$ cat src/rtl/i2c_clk_pkg.sv
// Shared definitions for the I2C SCL generator.
//   scl_state_e   : SCL generator FSM states
//   DefPrescaleW  : default width of the phase-length inputs and phase counter
//   DefStretchW   : default width of the stretch limit and stretch counter
package i2c_clk_pkg;

    typedef enum logic [1:0] {
        StIdle,
        StHigh,
        StLow,
        StWaitHigh
    } scl_state_e;

    localparam int unsigned DefPrescaleW = 16;
    localparam int unsigned DefStretchW  = 20;

endpackage

$ cat src/rtl/i2c_phase_counter.sv
// Phase counter shared by the SCL high and low phases.
// On load_i it latches max(len_i, 1) and restarts at 0; otherwise it counts up and
// holds at the terminal value (len-1), so it never runs past the latched length.
//   i2c_core_clk_i : core clock
//   reset_i        : synchronous active-high reset
//   load_i         : start a new phase this edge
//   len_i          : raw phase length (0 treated as 1), sampled only on load_i
//   mid_next_o     : the count after this edge equals len>>1 (combinational lookahead)
//   last_o         : registered, the current count is the terminal count len-1
module i2c_phase_counter
    import i2c_clk_pkg::*;
#(
    parameter int unsigned PRESCALE_W = DefPrescaleW
) (
    input  logic                  i2c_core_clk_i,
    input  logic                  reset_i,
    input  logic                  load_i,
    input  logic [PRESCALE_W-1:0] len_i,
    output logic                  mid_next_o,
    output logic                  last_o
);

    logic [PRESCALE_W-1:0] len_q, len_d;
    logic [PRESCALE_W-1:0] cnt_q, cnt_d;
    logic                  last_q;

    always_comb begin
        len_d = len_q;
        cnt_d = cnt_q;
        if (load_i) begin
            len_d = (len_i == '0) ? PRESCALE_W'(1) : len_i;
            cnt_d = '0;
        end else if (cnt_q != len_q - PRESCALE_W'(1)) begin
            cnt_d = cnt_q + PRESCALE_W'(1);
        end
    end

    // Lookahead lets the parent register its tick outputs so they line up with the count.
    assign mid_next_o = (cnt_d == (len_d >> 1));
    assign last_o     = last_q;

    always_ff @(posedge i2c_core_clk_i) begin
        if (reset_i) begin
            len_q  <= PRESCALE_W'(1);
            cnt_q  <= '0;
            last_q <= 1'b0;
        end else begin
            len_q  <= len_d;
            cnt_q  <= cnt_d;
            last_q <= (cnt_d == len_d - PRESCALE_W'(1));
        end
    end

endmodule

$ cat src/rtl/i2c_scl_generator.sv
// SCL generator for the I2C master. Produces SCL with programmable high/low phase
// lengths, supports slave clock stretching with an optional timeout, and finishes the
// current phase before parking high when disabled. All outputs are registered.
//   i2c_core_clk_i    : core clock
//   reset_i           : synchronous active-high reset
//   clk_en_i          : run SCL; low = finish current phase then park high
//   thigh_i / tlow_i  : high / low phase length in core cycles (0 treated as 1)
//   stretch_en_i      : wait for scl_i high after release before the high phase
//   scl_i             : synchronised bus SCL level
//   stretch_limit_i   : max stretch cycles, 0 = unlimited
//   i2c_scl_o         : SCL drive value (1 = release)
//   scl_fall_o        : pulse on the first low cycle
//   scl_rise_o        : pulse on the first high cycle after a low phase / stretch
//   sample_tick_o     : pulse at the high-phase midpoint
//   drive_tick_o      : pulse at the low-phase midpoint
//   stretching_o      : level, waiting for the slave to release SCL
//   stretch_timeout_o : sticky stretch timeout flag
//   idle_o            : level, generator parked
module i2c_scl_generator
    import i2c_clk_pkg::*;
#(
    parameter int unsigned PRESCALE_W = DefPrescaleW,
    parameter int unsigned STRETCH_W  = DefStretchW
) (
    input  logic                  i2c_core_clk_i,
    input  logic                  reset_i,
    input  logic                  clk_en_i,
    input  logic [PRESCALE_W-1:0] thigh_i,
    input  logic [PRESCALE_W-1:0] tlow_i,
    input  logic                  stretch_en_i,
    input  logic                  scl_i,
    input  logic [STRETCH_W-1:0]  stretch_limit_i,
    output logic                  i2c_scl_o,
    output logic                  scl_fall_o,
    output logic                  scl_rise_o,
    output logic                  sample_tick_o,
    output logic                  drive_tick_o,
    output logic                  stretching_o,
    output logic                  stretch_timeout_o,
    output logic                  idle_o
);

    scl_state_e            state_q, state_d;
    logic [STRETCH_W-1:0]  scnt_q, scnt_d;
    logic                  timeout_q, timeout_d;
    logic                  timeout_evt;
    logic                  scl_q, fall_q, rise_q, sample_q, drive_q, stretching_q, idle_q;

    logic                  pc_load;
    logic [PRESCALE_W-1:0] pc_len;
    logic                  pc_mid_next;
    logic                  pc_last;

    always_comb begin
        state_d     = state_q;
        scnt_d      = scnt_q;
        timeout_evt = 1'b0;
        unique case (state_q)
            StIdle: begin
                if (clk_en_i && !timeout_q) state_d = StHigh;
            end
            StHigh: begin
                if (pc_last) state_d = clk_en_i ? StLow : StIdle;
            end
            StLow: begin
                // clk_en_i only matters at the end: a low phase is never truncated.
                if (pc_last) begin
                    if (stretch_en_i) begin
                        state_d = StWaitHigh;
                        scnt_d  = '0;
                    end else if (clk_en_i) begin
                        state_d = StHigh;
                    end else begin
                        state_d = StIdle;
                    end
                end
            end
            StWaitHigh: begin
                if (scnt_q != '1) scnt_d = scnt_q + STRETCH_W'(1);
                // A released bus wins over a limit reached on the same cycle.
                if (scl_i) begin
                    state_d = clk_en_i ? StHigh : StIdle;
                end else if (stretch_limit_i != '0 &&
                             scnt_q == stretch_limit_i - STRETCH_W'(1)) begin
                    state_d     = StIdle;
                    timeout_evt = 1'b1;
                end
            end
            default: state_d = StIdle;
        endcase
    end

    // Sticky: a timeout on the same cycle as clk_en_i=0 still sets the flag.
    always_comb begin
        timeout_d = timeout_q;
        if (timeout_evt)    timeout_d = 1'b1;
        else if (!clk_en_i) timeout_d = 1'b0;
    end

    assign pc_load = (state_d != state_q) && (state_d == StHigh || state_d == StLow);
    assign pc_len  = (state_d == StLow) ? tlow_i : thigh_i;

    i2c_phase_counter #(
        .PRESCALE_W(PRESCALE_W)
    ) u_phase_counter (
        .i2c_core_clk_i(i2c_core_clk_i),
        .reset_i       (reset_i),
        .load_i        (pc_load),
        .len_i         (pc_len),
        .mid_next_o    (pc_mid_next),
        .last_o        (pc_last)
    );

    always_ff @(posedge i2c_core_clk_i) begin
        if (reset_i) begin
            state_q      <= StIdle;
            scnt_q       <= '0;
            timeout_q    <= 1'b0;
            scl_q        <= 1'b1;
            fall_q       <= 1'b0;
            rise_q       <= 1'b0;
            sample_q     <= 1'b0;
            drive_q      <= 1'b0;
            stretching_q <= 1'b0;
            idle_q       <= 1'b1;
        end else begin
            state_q      <= state_d;
            scnt_q       <= scnt_d;
            timeout_q    <= timeout_d;
            scl_q        <= (state_d != StLow);
            fall_q       <= (state_d == StLow) && (state_q == StHigh);
            rise_q       <= (state_d == StHigh) &&
                            (state_q == StLow || state_q == StWaitHigh);
            sample_q     <= (state_d == StHigh) && pc_mid_next;
            drive_q      <= (state_d == StLow) && pc_mid_next;
            stretching_q <= (state_d == StWaitHigh);
            idle_q       <= (state_d == StIdle);
        end
    end

    assign i2c_scl_o         = scl_q;
    assign scl_fall_o        = fall_q;
    assign scl_rise_o        = rise_q;
    assign sample_tick_o     = sample_q;
    assign drive_tick_o      = drive_q;
    assign stretching_o      = stretching_q;
    assign stretch_timeout_o = timeout_q;
    assign idle_o            = idle_q;

endmodule

$ cat config.mk
export PLATFORM = sky130hd
export DESIGN_NAME = i2c_scl_generator
export DESIGN_NICKNAME = d
export VERILOG_FILES = /design/src/rtl/i2c_clk_pkg.sv /design/src/rtl/i2c_phase_counter.sv /design/src/rtl/i2c_scl_generator.sv
export SDC_FILE = /design/constraint.sdc
export NUM_CORES = 1
export LEC_CHECK = 0
export ABC_AREA = 1
export BUFFER_PORTS_ARGS = -buffer_cell sky130_fd_sc_hd__buf_2
export CAP_MARGIN = 40
export CORE_MARGIN = 1.5
export CORE_UTILIZATION = 34
export CTS_CLUSTER_DIAMETER = 100
export DETAILED_ROUTE_END_ITERATION = 12
export PLACE_DENSITY = 0.54
export SETUP_SLACK_MARGIN = 0.02
export SKIP_LAST_GASP = 1
export SYNTH_ARGS = -nofsm -noshare
export SYNTH_HDL_FRONTEND = slang
export SYNTH_SLANG_ARGS = --single-unit
$ cat constraint.sdc
create_clock -name i2c_core_clk_i -period 6.35 [get_ports i2c_core_clk_i]
set_clock_uncertainty 0.15 [all_clocks]
set_input_delay 0.3175 -clock i2c_core_clk_i [delete_from_list [all_inputs] [get_ports i2c_core_clk_i]]
set_output_delay 0.3175 -clock i2c_core_clk_i [all_outputs]
set_load 0.01 [all_outputs]
After elaboration in Yosys (flattened, before gate mapping)
Index checks and enable logic that the tools add are counted.
- bits in registers: 63
- output and inout port bits: 8
- logic and storage cells: 74
- add/subtract/negate cells: 5
- equality and inequality tests: 17
- muxes and demuxes: 23
- reductions and logical operators: 16
- operator list (operator ; count):
    $mux W16 ; 5
    $mux W20 ; 3
    $pmux W20 S2 ; 1
    $sub A16 B1 Y16 const B ; 2
    $add A20 B1 Y20 const B ; 1
    $eq A20 B20 Y1 ; 1
    $ne A20 B20 Y1 const B ; 1
    $reduce_bool A20 Y1 ; 1
    $sub A20 B1 Y20 const B ; 1
    $add A16 B1 Y16 const B ; 1
    $eq A16 B15 Y1 ; 1
    $eq A16 B16 Y1 ; 1
    $logic_not A16 Y1 ; 1
    $ne A16 B16 Y1 ; 1
    $mux W2 ; 7
    $eq A2 B2 Y1 const B ; 4
    $pmux W2 S4 ; 1
    $logic_and A1 B1 Y1 ; 7
    $mux W1 ; 6
    $ne A2 B2 Y1 const B ; 3
    $eq A2 B1 Y1 const B ; 2
    $logic_not A2 Y1 ; 2
    $ne A2 B1 Y1 const B ; 2
    $reduce_and A4 Y1 ; 1
    other kinds (4) ; 5

Logic depth before layout (Yosys ltp)
Gate-level depths: netlist (run 1).
- word-level depth: 13
- gate-level depth with buffers: 39
- depth with buffers taken out: 38

Hierarchy
From an unflattened synthesis (run 1), not the netlist that was laid out.
- cells, all modules: 983
- area total of the unflattened synthesis: 5731.7 um^2
- modules (own cells, without submodules) (module ; times used ; cells each ; area an instance (um^2) ; seq. area each (um^2)):
    i2c_phase_counter ; 1 ; 558 ; 3256.9 ; 660.6
    i2c_scl_generator ; 1 ; 425 ; 2474.9 ; 600.6

Worst setup path after synthesis (run 1)
Ideal clock, no wire load.
- path type: in2reg
- start point: input port stretch_limit_i[0]
- end point: register u_phase_counter.last_q, in the netlist u_phase_counter.last_o
- library setup time: 0.110 ns
- arrival: 4.373 ns
- setup slack: 1.717 ns
- stages on the path: 34
- buffers on the path: 2
- cells stage by stage: inv_1 -> ha_1 -> nand2_2 -> nor2_4 -> nand2_1 -> xor2_1 -> nor2_1 -> nand2_1 -> o21ai_1 -> nand2_1 -> nand2_2 -> nand3_2 -> nand2_1 -> ha_1 -> clkbuf_1 -> clkbuf_1 -> o21ai_0 -> inv_1 -> nor2_1 -> a41oi_1 -> nand3_2 -> nand2_2 -> ha_1 -> nand3_2 -> nor2_2 -> nand2_2 -> nor2_2 -> nand2_1 -> nand2_1 -> nand2_1 -> nand2_1 -> clkinv_1 -> nand2_1 -> nor2_1
- word-level cells in the longest chain between the ends: 13
- elaborated cells on any way between the ends: 19
- classes of those cells: add/sub: 2; eq/ne: 5; mux: 7; reduce/logical: 5
- ends and longest elaborated chain (what ; RTL line ; text):
    start: declaration ; i2c_scl_generator.sv:32 ; input logic [STRETCH_W-1:0] stretch_limit_i,
    $sub A20 B1 Y20 ; i2c_scl_generator.sv:84 ; scnt_q == stretch_limit_i - STRETCH_W'(1)) begin
    $eq A20 B20 Y1 ; i2c_scl_generator.sv:84 ;
    $logic_and A1 B1 Y1 * ; i2c_scl_generator.sv:83 ; end else if (stretch_limit_i != '0 &&
    $mux W2 * ; i2c_scl_generator.sv:83 ;
    $mux W2 * ; i2c_scl_generator.sv:81 ; if (scl_i) begin
    $pmux W2 S4 * ; i2c_scl_generator.sv:58 ; unique case (state_q)
    $eq A2 B2 Y1 ; i2c_scl_generator.sv:100, i2c_scl_generator.sv:101 ;
    $mux W16 ; i2c_scl_generator.sv:101 ; assign pc_len = (state_d == StLow) ? tlow_i : thigh_i;
    $logic_not A16 Y1 ; i2c_phase_counter.sv:31 ; len_d = (len_i == '0) ? PRESCALE_W'(1) : len_i;
    $mux W16 ; i2c_phase_counter.sv:31 ;
    $mux W16 ; i2c_phase_counter.sv:30 ; if (load_i) begin
    $sub A16 B1 Y16 ; i2c_phase_counter.sv:50 ; last_q <= (cnt_d == len_d - PRESCALE_W'(1));
    $eq A16 B16 Y1 * ; i2c_phase_counter.sv:50 ;
    end signal: assignment ; i2c_phase_counter.sv:50 ;
    end: declaration ; i2c_phase_counter.sv:25 ; logic last_q;
Mark *: on every way between the ends. The rest lies on a longest branch, timed or not.
A chain may end at the register's enable or synchronous reset.

Worst setup path in the final report (run 1)
- start point: register scnt_q[0]
- end point: register u_phase_counter.last_q, in the netlist u_phase_counter.last_o
- word-level cells in the longest chain between the ends: 12
- elaborated cells on any way between the ends: 17
- classes of those cells: add/sub: 1; eq/ne: 5; mux: 7; reduce/logical: 4
- ends and longest elaborated chain (what ; RTL line ; text):
    start: declaration ; i2c_scl_generator.sv:44 ; logic [STRETCH_W-1:0] scnt_q, scnt_d;
    start signal: assignment ; i2c_scl_generator.sv:128 ; scnt_q <= scnt_d;
    $eq A20 B20 Y1 * ; i2c_scl_generator.sv:84 ;
    $logic_and A1 B1 Y1 * ; i2c_scl_generator.sv:83 ;
    $mux W2 * ; i2c_scl_generator.sv:83 ;
    $mux W2 * ; i2c_scl_generator.sv:81 ;
    $pmux W2 S4 * ; i2c_scl_generator.sv:58 ;
    $eq A2 B2 Y1 ; i2c_scl_generator.sv:100, i2c_scl_generator.sv:101 ;
    $mux W16 ; i2c_scl_generator.sv:101 ;
    $logic_not A16 Y1 ; i2c_phase_counter.sv:31 ;
    $mux W16 ; i2c_phase_counter.sv:31 ;
    $mux W16 ; i2c_phase_counter.sv:30 ;
    $sub A16 B1 Y16 ; i2c_phase_counter.sv:50 ;
    $eq A16 B16 Y1 * ; i2c_phase_counter.sv:50 ;
Marked as above.

==> results of run 1 <==
[registers in the layout, indices dropped and copies added (netlist names)]
register,count
stretching_o,1
u_phase_counter.len_q,16
idle_o,1
drive_tick_o,1
scl_rise_o,1
u_phase_counter.last_o,1
stretch_timeout_o,1
scl_fall_o,1
scnt_q,20
sample_tick_o,1
u_phase_counter.cnt_q,16
i2c_scl_o,1
state_q,2
[tightest hold or removal path: stages]
cell	delay, ns
buf_2	0.11
nand2_1	0.06
a21oi_1	0.05
[cell usage after synthesis (8+ instances only)]
| master | number |
|---|---|
| a21oi_1 | 22 |
| clkbuf_1 | 8 |
| dfxtp_1 | 63 |
| ha_1 | 9 |
| inv_1 | 117 |
| mux2i_1 | 13 |
| nand2_1 | 226 |
| nand2_2 | 17 |
| nand3_1 | 62 |
| nand3b_1 | 10 |
| nand4_1 | 20 |
| nor2_1 | 148 |
| nor2_2 | 8 |
| nor3_1 | 27 |
| nor4_1 | 10 |
| o21ai_0 | 14 |
| xnor2_1 | 25 |
| xor2_1 | 42 |
[through the flow]
step | cell area [um2] | hold WS (ns) | worst slack [ns]
2_1_floorplan | 5590 | 0.295 | 1.72
3_3_place_gp | 6100 | 0.325 | 1.18
3_5_place_dp | 6100 | 0.322 | 1.07
4_1_cts | 6430 | 0.106 | 1.32
5_1_grt | 6430 | 0.134 | 0.687
6_report | 6430 | 0.107 | 1.39
[cell type report]
cell class                      instances  area (um2)
Fill cell                            1792        9570
Tap cell                              216         270
Sequential cell                        63        1260
Multi-Input combinational cell        709        3780
Clock inverter                          4        77.6
Timing Repair Buffer                   65         328
Inverter                              121         454
Clock buffer                           11         253
[layer usage]
metal / global-route usage / share of wire
met5: 0 / 0
met4: 0.0667 / 0.025
met3: 0.0228 / 0.035
met2: 0.295 / 0.45
met1: 0.243 / 0.49
[worst paths after layout]
| kind | cells past startpoint | to | startpoint |
|---|---|---|---|
| worst max register to register | 32 | u_phase_counter.last_o | scnt_q[0] |
| worst min register to register | 2 | stretch_timeout_o | stretch_timeout_o |
| worst max-delay path | 32 | u_phase_counter.last_o | scnt_q[0] |
| worst min-delay path | 3 | stretch_timeout_o | clk_en_i |
[report_power, final]
group,switching [uW],internal (uW),leakage (uW),total (uW)
clock,184,365,0.000162,548
sequential,21.5,412,0.000512,434
combinational,234,133,0.00229,367
total,440,910,0.00296,1350
[cell families after synthesis]
logic type	after synthesis	synth area share
buf+inv	137	0.0982
simple gates	551	0.445
flops	63	0.226
mux	13	0.0233
fa+ha+maj	9	0.0201
compound gates	67	0.0743
xor+xnor	69	0.113
==> impl_metrics.toml, run 1 <==
[run_status]
status = "finished clean"

[placed_design]
gp_congestion = 0.919
place_hpwl_mm = 12.7
dp_cells = 1174
io_buffers = 64

[power_and_ir_drop]
power.leakage_uw = 0.00296
cellPowerDensity_nw_per_um2 = 210
power_uw = 1350
peakVddDrop_mv = 0.109

[global_route]
grt.overflow.total = 0
grt_max_degree = 41
first_global_vias = 5160
grt_use_total = 0.180
grt_pass1_wl_mm = 25.2
grt_antenna_before_repair = 0

[clocking]
cts_resized = 0
cts_tree = "done"
cts_htree_levels = 3
clk_pin_slew_ns = 0.06
cts.root.buffer_cell = "clkbuf_16"
numCtsBuffers = 9
clk_latency_ns = 0.33
clockBufferDepth = 2
cts.sinks = 63
postCtsSetupRepairBufs = 0
ctsHoldBuffers = 0

[setup_path]
endpoint_kind = "register"
path_class = "reg -> reg"
cp_slowest_cell = "ha_1"
cp_max_fo = 18
cp_common_cell = "nor2_1"
start_kind = "register"
crit_family = "simple AND/OR/NAND/NOR gates"
reg2reg_slack_ns = 1.39
arrival_ns = 5.08
required_ns = 6.47
crit_buf_inv = 3
slowest_delay_ns = 0.71

[synthesis]
syn-cell-area_um2 = 5590
seq_area_frac_synth = 0.226
avgSynthCellArea_um2 = 6.15
ys_async_sr_fraction = 0
synth_fp_nets = 975
synth_warnings = 0
ys_top_cells_by_area = "dfxtp_1, nand2_1, nor2_1"
yosys.area.top_type = "dfxtp_1"
synth_cell_type_count = 48
synth_edf_count = 0
syn_inst = 909
ys_ff_latch = 63
synth_flop_cell = "dfxtp_1"
synth_top_area_frac = 0.226

[cells_and_area]
syn2layout_area_growth_pct = 14.9
drive_above_1_share = 0.133
final_core_util = 0.402
instances_no_fill = 1189
diodes = 0
mostFrequentLayoutCells = "nand2_1, nor2_1, inv_1"
nets = 1035
layout_commonest_cell = "nand2_1"

[timing]
fmax_ghz = 0.202
finalSetupTns_ns = 0
finalCritPeriodShare = 0.781
slew_violations = 0
setup_violations = 0
period_needed_ns = 4.96
slew-limit-headroom = 0.442
tightest_slew_ns = 0.837
hold_viol = 0
grt_setup_unrepaired = "false"

[detailed_routing]
wl_per_cell_um = 13.1
route.detailed.drc = 0
ant_nets = 0
drt-initial-drc-count = 355
drt-pass1-iter-count = 4
routed_wl_mm = 15.6
vias = 5654
routed_via_density = 4.76

[worst_hold_path]
hp-class = "in -> reg"

[floorplan]
initial_utilization = 0.350
rows = 46
dieArea_um2 = 17200
die_w_um = 131
die_y_um = 131
boundaryPins = 65
core_area_um2 = 16000

[job]
drv_cap = 0
(Power assumes the default switching activity.)
==> run 2, diff against run 1 <==
--- a/config.mk
+++ b/config.mk
@@ -12,7 +12,7 @@
 export CORE_UTILIZATION = 34
 export CTS_CLUSTER_DIAMETER = 100
 export DETAILED_ROUTE_END_ITERATION = 12
-export PLACE_DENSITY = 0.54
+export PLACE_DENSITY = 0.56
 export SETUP_SLACK_MARGIN = 0.02
 export SKIP_LAST_GASP = 1
 export SYNTH_ARGS = -nofsm -noshare
==> constraint.sdc (replaced) <==
create_clock -name i2c_core_clk_i -period 4.05 [get_ports i2c_core_clk_i]
set_clock_uncertainty 0.15 [all_clocks]
set_input_delay 0.2025 -clock i2c_core_clk_i [delete_from_list [all_inputs] [get_ports i2c_core_clk_i]]
set_output_delay 0.2025 -clock i2c_core_clk_i [all_outputs]
set_load 0.01 [all_outputs]
==> impl_metrics.toml, run 2 (synthesized netlist as in run 1, its figures left out) <==
[setup_path]
timing.rr.end = "u_phase_counter.last_o"
start_kind = "register"
cp_common_cell = "nor2_1"
required_ns = 4.17
endpoint_kind = "register"
slowest_delay_ns = 0.34
cp_slowest_cell = "dfxtp_2"
reg2reg_from = "scnt_q[0]"
cp_max_fo = 7
reg2reg_slack_ns = 0.05
ff2ff_path_depth = 32
arrival_ns = 4.12
path_class = "reg -> reg"

[timing]
fmax_ghz = 0.250
finalCritPeriodShare = 0.989
slew_violations = 0
setup_violations = 0
hold_viol = 0
finalSetupTns_ns = 0
slew-limit-headroom = 0.448
setup_ws_ns = 0.0457
grt_setup_unrepaired = "true"
period_needed_ns = 4.00
tightest_slew_ns = 0.828

[floorplan]
boundaryPins = 65
core_area_um2 = 16000
die_y_um = 131
rows = 46
dieArea_um2 = 17200
initial_utilization = 0.350
die_w_um = 131

[cells_and_area]
largestRegisters = "scnt_q x20, u_phase_counter.cnt_q x16, u_phase_counter.len_q x16"
drive_above_1_share = 0.296
fill_cells = 1684
final_core_util = 0.490
finalInstanceArea_um2 = 7840
nets = 1189
top_register = "scnt_q"
largest_reg_flops = 20
instances_no_fill = 1344
mostFrequentLayoutCells = "nand2_1, buf_4, nor2_1"
layout_commonest_cell = "nand2_1"
syn2layout_area_growth_pct = 40.2
diodes = 0

[detailed_routing]
wl_per_cell_um = 12.8
routed_via_density = 4.68
routed_wl_mm = 17.2
drt-pass1-iter-count = 4
drt-initial-drc-count = 346
route.detailed.drc = 0
vias = 6293
ant_nets = 0

[job]
drv_cap = 0

[clocking]
cts_htree_levels = 3
clk_pin_slew_ns = 0.06
cts_tree = "done"
clockBufferDepth = 2
cts.root.buffer_cell = "clkbuf_16"
clk_latency_ns = 0.34
cts.sinks = 63
numCtsBuffers = 9

[global_route]
grt_pass1_wl_mm = 28.1
grt_max_degree = 41
first_global_vias = 5843
grt_use_total = 0.198
grt_antenna_before_repair = 0
grt.overflow.total = 0

[placed_design]
place_ws_ns = -0.451
dp_cells = 1303
gp_congestion = 0.937
place_hpwl_mm = 13.8
placed_area_um2 = 7080
io_buffers = 64

[power_and_ir_drop]
power.leakage_uw = 0.00374
peakVddDrop_mv = 0.190
cellPowerDensity_nw_per_um2 = 288

[worst_hold_path]
hp-start = "scl_i"
hp-class = "in -> reg"
min_to = "stretch_timeout_o"
min_path_cells = 4

[run_status]
status = "finished clean"
-- run 2: area by class of cell --
class,count,area (um2),share of cell area
multi-input combinational,710,4020,0.512
timing repair buffer,218,1530,0.195
sequential,63,1270,0.161
inverter,121,457,0.0582
tap,216,270,0.0345
clock buffer,10,239,0.0305
clock inverter,6,68.8,0.00877
-- run 2: worst max path at each step --
stage / from / to / cells after the start
2_1_floorplan: stretch_limit_i[0] / u_phase_counter.last_o / 34
3_3_place_gp: stretch_limit_i[0] / u_phase_counter.last_o / 38
3_5_place_dp: stretch_limit_i[0] / u_phase_counter.last_o / 38
4_1_cts: scnt_q[0] / u_phase_counter.last_o / 32
5_1_grt: scnt_q[5] / u_phase_counter.last_o / 33
6_report: scnt_q[0] / u_phase_counter.last_o / 32
-- run 2: what timing repair did --
item / CTS / global route
setup buffers: 13 / 9
endpoints found under the setup margin: 3 / 3
hold endpoints to repair: 1 / 0
gates cloned: 1 / 1
hold buffers: 1 / 0
pin swaps: 28 / 19
gates resized for setup: 36 / 30
-- run 2: power breakdown --
part           internal (uW)  switching, uW  leakage (uW)
registers                646           34.7      0.000514
clock network            496            305      0.000149
logic                    349            425       0.00308
total                   1490            765       0.00374
-- run 2: through the flow --
step	power (uW)	hold slack, ns
6_report	2260	0.0760
5_1_grt	2380	0.0992
4_1_cts	2230	0.0612
3_5_place_dp	1400	0.341
3_3_place_gp	1400	0.319
2_1_floorplan	1120	0.180
-- run 2: worst max-delay path: cells and delay by family (launching register included) --
family | cells | cell delay [ns]
mux | 1 | 0.19
compound gates | 3 | 0.39
fa+ha+maj | 2 | 0.47
flops | 1 | 0.34
buf+inv | 5 | 0.42
simple gates | 21 | 1.96
-- run 2: per-layer routing --
metal,global-route usage,up-vias,routed length [um]
met5,0,-,0
met4,0.0549,0,367
met3,0.0162,24,635
met2,0.336,128,7830
met1,0.270,2805,8360
li1,-,3336,-
